**config.mk**
```make
export PLATFORM = sky130hd
export DESIGN_NAME = wvb_rd_arbiter
export DESIGN_NICKNAME = d
export VERILOG_FILES = /design/src/rtl/wvb_rd_arbiter.sv
export SDC_FILE = /design/constraint.sdc
export NUM_CORES = 1
export LEC_CHECK = 0
export BUFFER_PORTS_ARGS = -buffer_cell sky130_fd_sc_hd__buf_2
export CAP_MARGIN = 15
export CORE_ASPECT_RATIO = 0.75
export CORE_UTILIZATION = 55
export DETAILED_ROUTE_END_ITERATION = 12
export PLACE_DENSITY = 0.78
export SYNTH_ARGS = -nofsm -noshare
export SYNTH_HDL_FRONTEND = slang
export SYNTH_SLANG_ARGS = --single-unit
```
**constraint.sdc**
```tcl
create_clock -name clk -period 4.5 [get_ports clk]
set_input_delay 1.35 -clock clk [delete_from_list [all_inputs] [get_ports clk]]
set_output_delay 1.35 -clock clk [all_outputs]
set_load 0.05 [all_outputs]
```
**src/rtl/wvb_rd_arbiter.sv**
```systemverilog
// rtl/wvb_rd_arbiter.sv - round-robin read-channel arbiter for the WVB reader (optional burst re-grant: WVB_ARB_BURST_EN)
module wvb_rd_arbiter #(
    parameter int N_CHANNELS      = 2,
    parameter int P_TIMEOUT_WIDTH = 16,
    parameter int P_BURST_LEN     = 4
) (
    input  logic                       clk,
    input  logic                       rst,
    input  logic                       en,
    input  logic [N_CHANNELS-1:0]      hdr_empty,
    input  logic [N_CHANNELS-1:0]      chan_mask,
    input  logic [P_TIMEOUT_WIDTH-1:0] timeout_cycles,
    input  logic                       grant_ack,
    input  logic                       rd_done,
    output logic                       grant_valid,
    output logic [4:0]                 grant_idx,
    output logic [N_CHANNELS-1:0]      grant_onehot,
    output logic                       busy,
    output logic                       timeout_err,
    output logic [4:0]                 timeout_chan
);

    typedef enum logic [1:0] {
        S_IDLE,
        S_GRANT,
        S_BUSY,
        S_HOLD
    } state_t;

    localparam logic [4:0]                 LAST_INIT = 5'(N_CHANNELS - 1);
    localparam logic [P_TIMEOUT_WIDTH-1:0] WD_ONE    = 1;

    state_t                       state;
    logic [N_CHANNELS-1:0]        eligible_q;
    logic [4:0]                   last_idx;
    logic [P_TIMEOUT_WIDTH-1:0]   wd_cnt;
    logic [N_CHANNELS-1:0]        gnt_dec;
    logic                         gnt_elig;
    logic                         rr_found;
    logic [4:0]                   rr_idx;

`ifdef WVB_ARB_BURST_EN
    localparam logic [7:0] BURST_MAX = 8'(P_BURST_LEN);

    logic [7:0]            burst_cnt;
    logic                  burst_ok;
    logic [N_CHANNELS-1:0] last_dec;
    logic                  last_elig;
    logic                  burst_hit;

    // Re-grant the channel just served while its burst allowance lasts
    always_comb begin
        for (int i = 0; i < N_CHANNELS; i++) begin
            last_dec[i] = (last_idx == 5'(i));
        end
        last_elig = |(eligible_q & last_dec);
        burst_hit = burst_ok && last_elig && (burst_cnt < BURST_MAX);
    end
`endif

    // Decode the held grant index; eligibility of the offered channel gates withdrawal
    always_comb begin
        for (int i = 0; i < N_CHANNELS; i++) begin
            gnt_dec[i]      = (grant_idx == 5'(i));
            grant_onehot[i] = grant_valid && (grant_idx == 5'(i));
        end
        gnt_elig = |(eligible_q & gnt_dec);
    end

    // First eligible channel after last_idx: above it first, then wrap to the lowest
    always_comb begin
        rr_found = 1'b0;
        rr_idx   = 5'd0;
        for (int j = 0; j < N_CHANNELS; j++) begin
            if (!rr_found && eligible_q[j] && (5'(j) > last_idx)) begin
                rr_found = 1'b1;
                rr_idx   = 5'(j);
            end
        end
        for (int j = 0; j < N_CHANNELS; j++) begin
            if (!rr_found && eligible_q[j]) begin
                rr_found = 1'b1;
                rr_idx   = 5'(j);
            end
        end
    end

    // Arbiter FSM: idle -> grant -> busy (watchdog) -> hold turnaround -> idle
    always_ff @(posedge clk) begin
        if (rst || !en) begin
            state       <= S_IDLE;
            eligible_q  <= '0;
            grant_valid <= 1'b0;
            grant_idx   <= 5'd0;
            busy        <= 1'b0;
            last_idx    <= LAST_INIT;
            wd_cnt      <= '0;
`ifdef WVB_ARB_BURST_EN
            burst_cnt   <= 8'd0;
            burst_ok    <= 1'b0;
`endif
            if (rst) begin
                timeout_err  <= 1'b0;
                timeout_chan <= 5'd0;
            end
        end else begin
            eligible_q <= ~hdr_empty & chan_mask;
            case (state)
                S_IDLE: begin
`ifdef WVB_ARB_BURST_EN
                    if (burst_hit) begin
                        grant_idx   <= last_idx;
                        grant_valid <= 1'b1;
                        state       <= S_GRANT;
                    end else
`endif
                    if (rr_found) begin
                        grant_idx   <= rr_idx;
                        grant_valid <= 1'b1;
                        state       <= S_GRANT;
                    end
                end
                S_GRANT: begin
                    if (grant_ack) begin
                        grant_valid <= 1'b0;
                        busy        <= 1'b1;
                        last_idx    <= grant_idx;
                        wd_cnt      <= '0;
                        state       <= S_BUSY;
`ifdef WVB_ARB_BURST_EN
                        burst_ok    <= 1'b0;
                        if ((grant_idx == last_idx) && (burst_cnt != 8'd0)) begin
                            burst_cnt <= burst_cnt + 8'd1;
                        end else begin
                            burst_cnt <= 8'd1;
                        end
`endif
                    end else if (!gnt_elig) begin
                        grant_valid <= 1'b0;
                        state       <= S_IDLE;
                    end
                end
                S_BUSY: begin
                    if (rd_done) begin
                        busy  <= 1'b0;
                        state <= S_HOLD;
`ifdef WVB_ARB_BURST_EN
                        burst_ok <= 1'b1;
`endif
                    end else if ((timeout_cycles != '0) &&
                                 (wd_cnt == timeout_cycles - WD_ONE)) begin
                        timeout_err  <= 1'b1;
                        timeout_chan <= grant_idx;
                        busy         <= 1'b0;
                        state        <= S_HOLD;
                    end else if (wd_cnt != '1) begin
                        wd_cnt <= wd_cnt + WD_ONE;
                    end
                end
                S_HOLD: begin
                    state <= S_IDLE;
                end
                default: begin
                    state <= S_IDLE;
                end
            endcase
        end
    end

endmodule
```
==> reports/metrics.yaml <==
outcome: "complete, no violations"
fin_tns_setup_ps: 0
share_seq_of_total_power_pct: 46.2
cts-htree-levels: 1
power.net_switching_mw: 0.132
power.leakage_nw: 0.798
power.combinational.fraction_pct: 15.8
critical_path_arrival_ps: 4020
internal_power_mw: 0.379
grt_pass1_wl_mm: 7.22
synth_enable_flop_cells: 2
worst_pin_slew_ps: 636
cts_num_sinks: 26
synthToLayoutAreaGrowth_pct: 10.3
critPathCaptureType: "register"
worstSetupPathType: "in -> reg"
viasPerCell: 6.01
irDropWorstVdd_mv: 0.157
area_taken_by_multi_input_logic_gates_um2: 1290
required_ps: 4640
layout-drive-gt1-share_pct: 21.1
setup.worst_path.start: "timeout_cycles[0]"
wl_mm: 4.41
fin_hold_ws_ps: 483
cts_hold_buffers: 0
power.share.switching_pct: 25.9
postSynthCellCount: 237
cellPowerDensity_nw_per_um2: 238
yosysWarningCount: 0
post-route-min-period_ps: 3880
dr.pass1.iters: 7
cts_setup_buffers: 0
final_worst_path_cycle_share_pct: 86.3
initial_utilization_pct: 58.6
setup-violations-final: 0
fp.dieH_um: 53.6
worst_hold_path_type: "reg -> reg"
cts_inserted_buffers: 3
routed_wire_length_per_instance_um: 14.5
timing.final.hold_violations: 0
number_of_global_route_vias_before_repair: 1536
tritoncts: "yes"
grt_antenna_before_repair: 0
io_pins: 40
sequential_element_share_of_the_synthesized_area_pct: 27.7
synth_area_um2: 1950
die_width_um: 70.8
timing.fmax_mhz: 258
yosys_most_used_dff: "sky130_fd_sc_hd__dfxtp_1"
grt_max_degree: 25
clk_path_buf_depth: 2
dr_total_vias: 1834
cts_resized: 0
cap_viol_max_count: 0
track_usage_pct: 24.8
postRouteAntennaNets: 0
ff_latch_area_um2: 541
port-buffer-count: 31
path_max_fanout: 24
routabilityCongestion: 0.908
rsz0062_at_grt: "no"
clock-skew-final_ps: 6.49
layout.filler_cells: 285
std_cell_rows: 18
hold_start: "last_idx[0]"
syn_avg_cell_area_um2: 8.24
fp.dieArea_um2: 3790
detail_route.drc_violations: 0
drt-initial-drc-count: 109
critical_path.reg2reg.startpoint: "wd_cnt[9]"
relSlewSlack_pct: 57.6
pwr-share-clk_pct: 38.0
placeableCoreArea_um2: 3330
synth_seq_cells: 26
startpoint_type: "primary input"
dp.final_hpwl_mm: 3.39
yosysUniqueCellTypes: 56
worst_setup_hold_path_clk_slew_ps: 80
clkLatencyLatePin_ps: 280
final-max-slew-violation-count: 0
grt_overflow: 0
cts_root_buffer: "sky130_fd_sc_hd__clkbuf_8"
num-nets-final: 293
postSynth.asyncResetShare_pct: 0
antenna_cells_inserted: 0
-- worst max-delay path, cell delays in order --
cell                       delay, ps
sky130_fd_sc_hd__buf_2           130
sky130_fd_sc_hd__inv_1            50
sky130_fd_sc_hd__ha_1            210
sky130_fd_sc_hd__or3b_1          420
sky130_fd_sc_hd__or4_1           410
sky130_fd_sc_hd__a222oi_1        340
sky130_fd_sc_hd__o211ai_1        200
sky130_fd_sc_hd__nor4_4          360
sky130_fd_sc_hd__a21o_4          340
sky130_fd_sc_hd__or3_1           160
sky130_fd_sc_hd__a21oi_2          50
-- Yosys cell counts (all sizes together), types with 2 or more instances --
| master | count | area share (%) |
|---|---|---|
| ha | 2 | 1.3 |
| or2 | 2 | 0.64 |
| and3 | 4 | 1.3 |
| and2 | 4 | 1.3 |
| edfxtp | 2 | 3.1 |
| clkbuf | 4 | 0.77 |
| a211oi | 4 | 1.5 |
| nand2b | 4 | 1.3 |
| o21a | 2 | 0.77 |
| or4 | 8 | 3.5 |
| or4b | 2 | 1.0 |
| or3 | 7 | 2.2 |
| and4 | 4 | 1.8 |
| nor3 | 7 | 1.8 |
| a21oi | 16 | 5.1 |
| buf | 11 | 4.9 |
| mux2i | 3 | 1.5 |
| nor4 | 5 | 2.4 |
| o21ai | 13 | 4.5 |
| a41o | 2 | 1.0 |
| nor2 | 18 | 3.5 |
| dfxtp | 24 | 25 |
| o31ai | 2 | 0.77 |
| nand2 | 19 | 3.7 |
| a311oi | 3 | 1.3 |
| nor2b | 2 | 0.64 |
| xnor2 | 12 | 5.4 |
| xor2 | 7 | 3.1 |
| nor3b | 3 | 1.2 |
| o311ai | 2 | 0.90 |
| nand3 | 5 | 1.3 |
| inv | 9 | 1.7 |
| nand4 | 5 | 1.6 |
| o211ai | 7 | 2.9 |
-- stage by stage --
stage | cells | util [%] | power [mW] | setup slack [ps] | cell area (um^2)
2_1_floorplan | 244 | - | 0.302 | 722 | 1980
3_3_place_gp | 301 | 62.4 | 0.322 | 425 | 2080
3_5_place_dp | 301 | 62.4 | 0.322 | 336 | 2080
4_1_cts | 305 | 64.6 | 0.513 | 621 | 2150
5_1_grt | 305 | 64.6 | 0.530 | 396 | 2150
6_report | 305 | 64.6 | 0.512 | 617 | 2150
-- power groups by stage --
stage | registers [mW] | logic [mW] | clock network (mW)
CTS | 0.237 | 0.0808 | 0.196
global route | 0.237 | 0.0883 | 0.205
global placement | 0.242 | 0.0796 | 0
detailed placement | 0.242 | 0.0801 | 0
finish | 0.237 | 0.0810 | 0.194
floorplan | 0.247 | 0.0551 | 0
-- path summary, 6_finish.rpt --
check	end	slack, ps	cells after the start
setup / recovery	wd_cnt[2]	620	11
hold / removal	last_idx[0]	480	2
setup reg to reg	wd_cnt[12]	1900	8
hold reg to reg	last_idx[0]	480	2
-- per-layer routing --
layer	wire, um	GRT usage, %
met1	2340	36.5
met2	1750	36.4
met3	273	5.43
met4	48	7.00
met5	0	0
-- registers in the layout, summed over array words and instances (netlist names), named ones only --
| register | flops |
|---|---|
| timeout_err | 1 |
| last_idx | 1 |
| busy | 1 |
| wd_cnt | 16 |
| eligible_q | 2 |
| timeout_chan | 1 |
| grant_valid | 1 |
| state | 1 |
| grant_idx | 1 |
-- logic make-up after synthesis --
| group | count (synthesis) | share of synthesized area [%] |
|---|---|---|
| AOI/OAI and AO/OA | 58 | 22.2 |
| xor gates and xnor gates | 19 | 8.53 |
| adders and majority gates | 2 | 1.28 |
| buffers and inverters | 24 | 7.37 |
| DFF | 26 | 27.7 |
| muxes | 3 | 1.54 |
| other | 1 | 0.192 |
| and+or+nand+nor | 104 | 31.2 |
-- final cells by class --
type                    instances  share of cell area, %
flip-flops and latches         26                   25.1
multi-input cells             194                   60.1
repair buffers                 32                   7.56
well taps                      40                   2.33
clock inverters                 1                   1.40
clock buffers                   3                   1.92
inverters                       9                   1.57
-- layout by cell type, fill, tap and decap left out, types with 5 or more instances in the layout --
master,netlist,layout
sky130_fd_sc_hd__conb_1,1,8
sky130_fd_sc_hd__a21oi_2,5,5
sky130_fd_sc_hd__nor2_1,18,18
sky130_fd_sc_hd__o211ai_1,6,6
sky130_fd_sc_hd__inv_1,9,9
sky130_fd_sc_hd__nand4_1,5,5
sky130_fd_sc_hd__a21oi_1,11,11
sky130_fd_sc_hd__dfxtp_1,24,24
sky130_fd_sc_hd__nor3_1,7,7
sky130_fd_sc_hd__o21ai_2,6,6
sky130_fd_sc_hd__buf_2,0,31
sky130_fd_sc_hd__or3_1,7,7
sky130_fd_sc_hd__nand3_1,5,5
sky130_fd_sc_hd__nand2_1,19,19
sky130_fd_sc_hd__xor2_1,7,7
sky130_fd_sc_hd__o21ai_0,7,7
sky130_fd_sc_hd__or4_1,6,6
sky130_fd_sc_hd__xnor2_1,12,12
(Power assumes the default switching activity.)
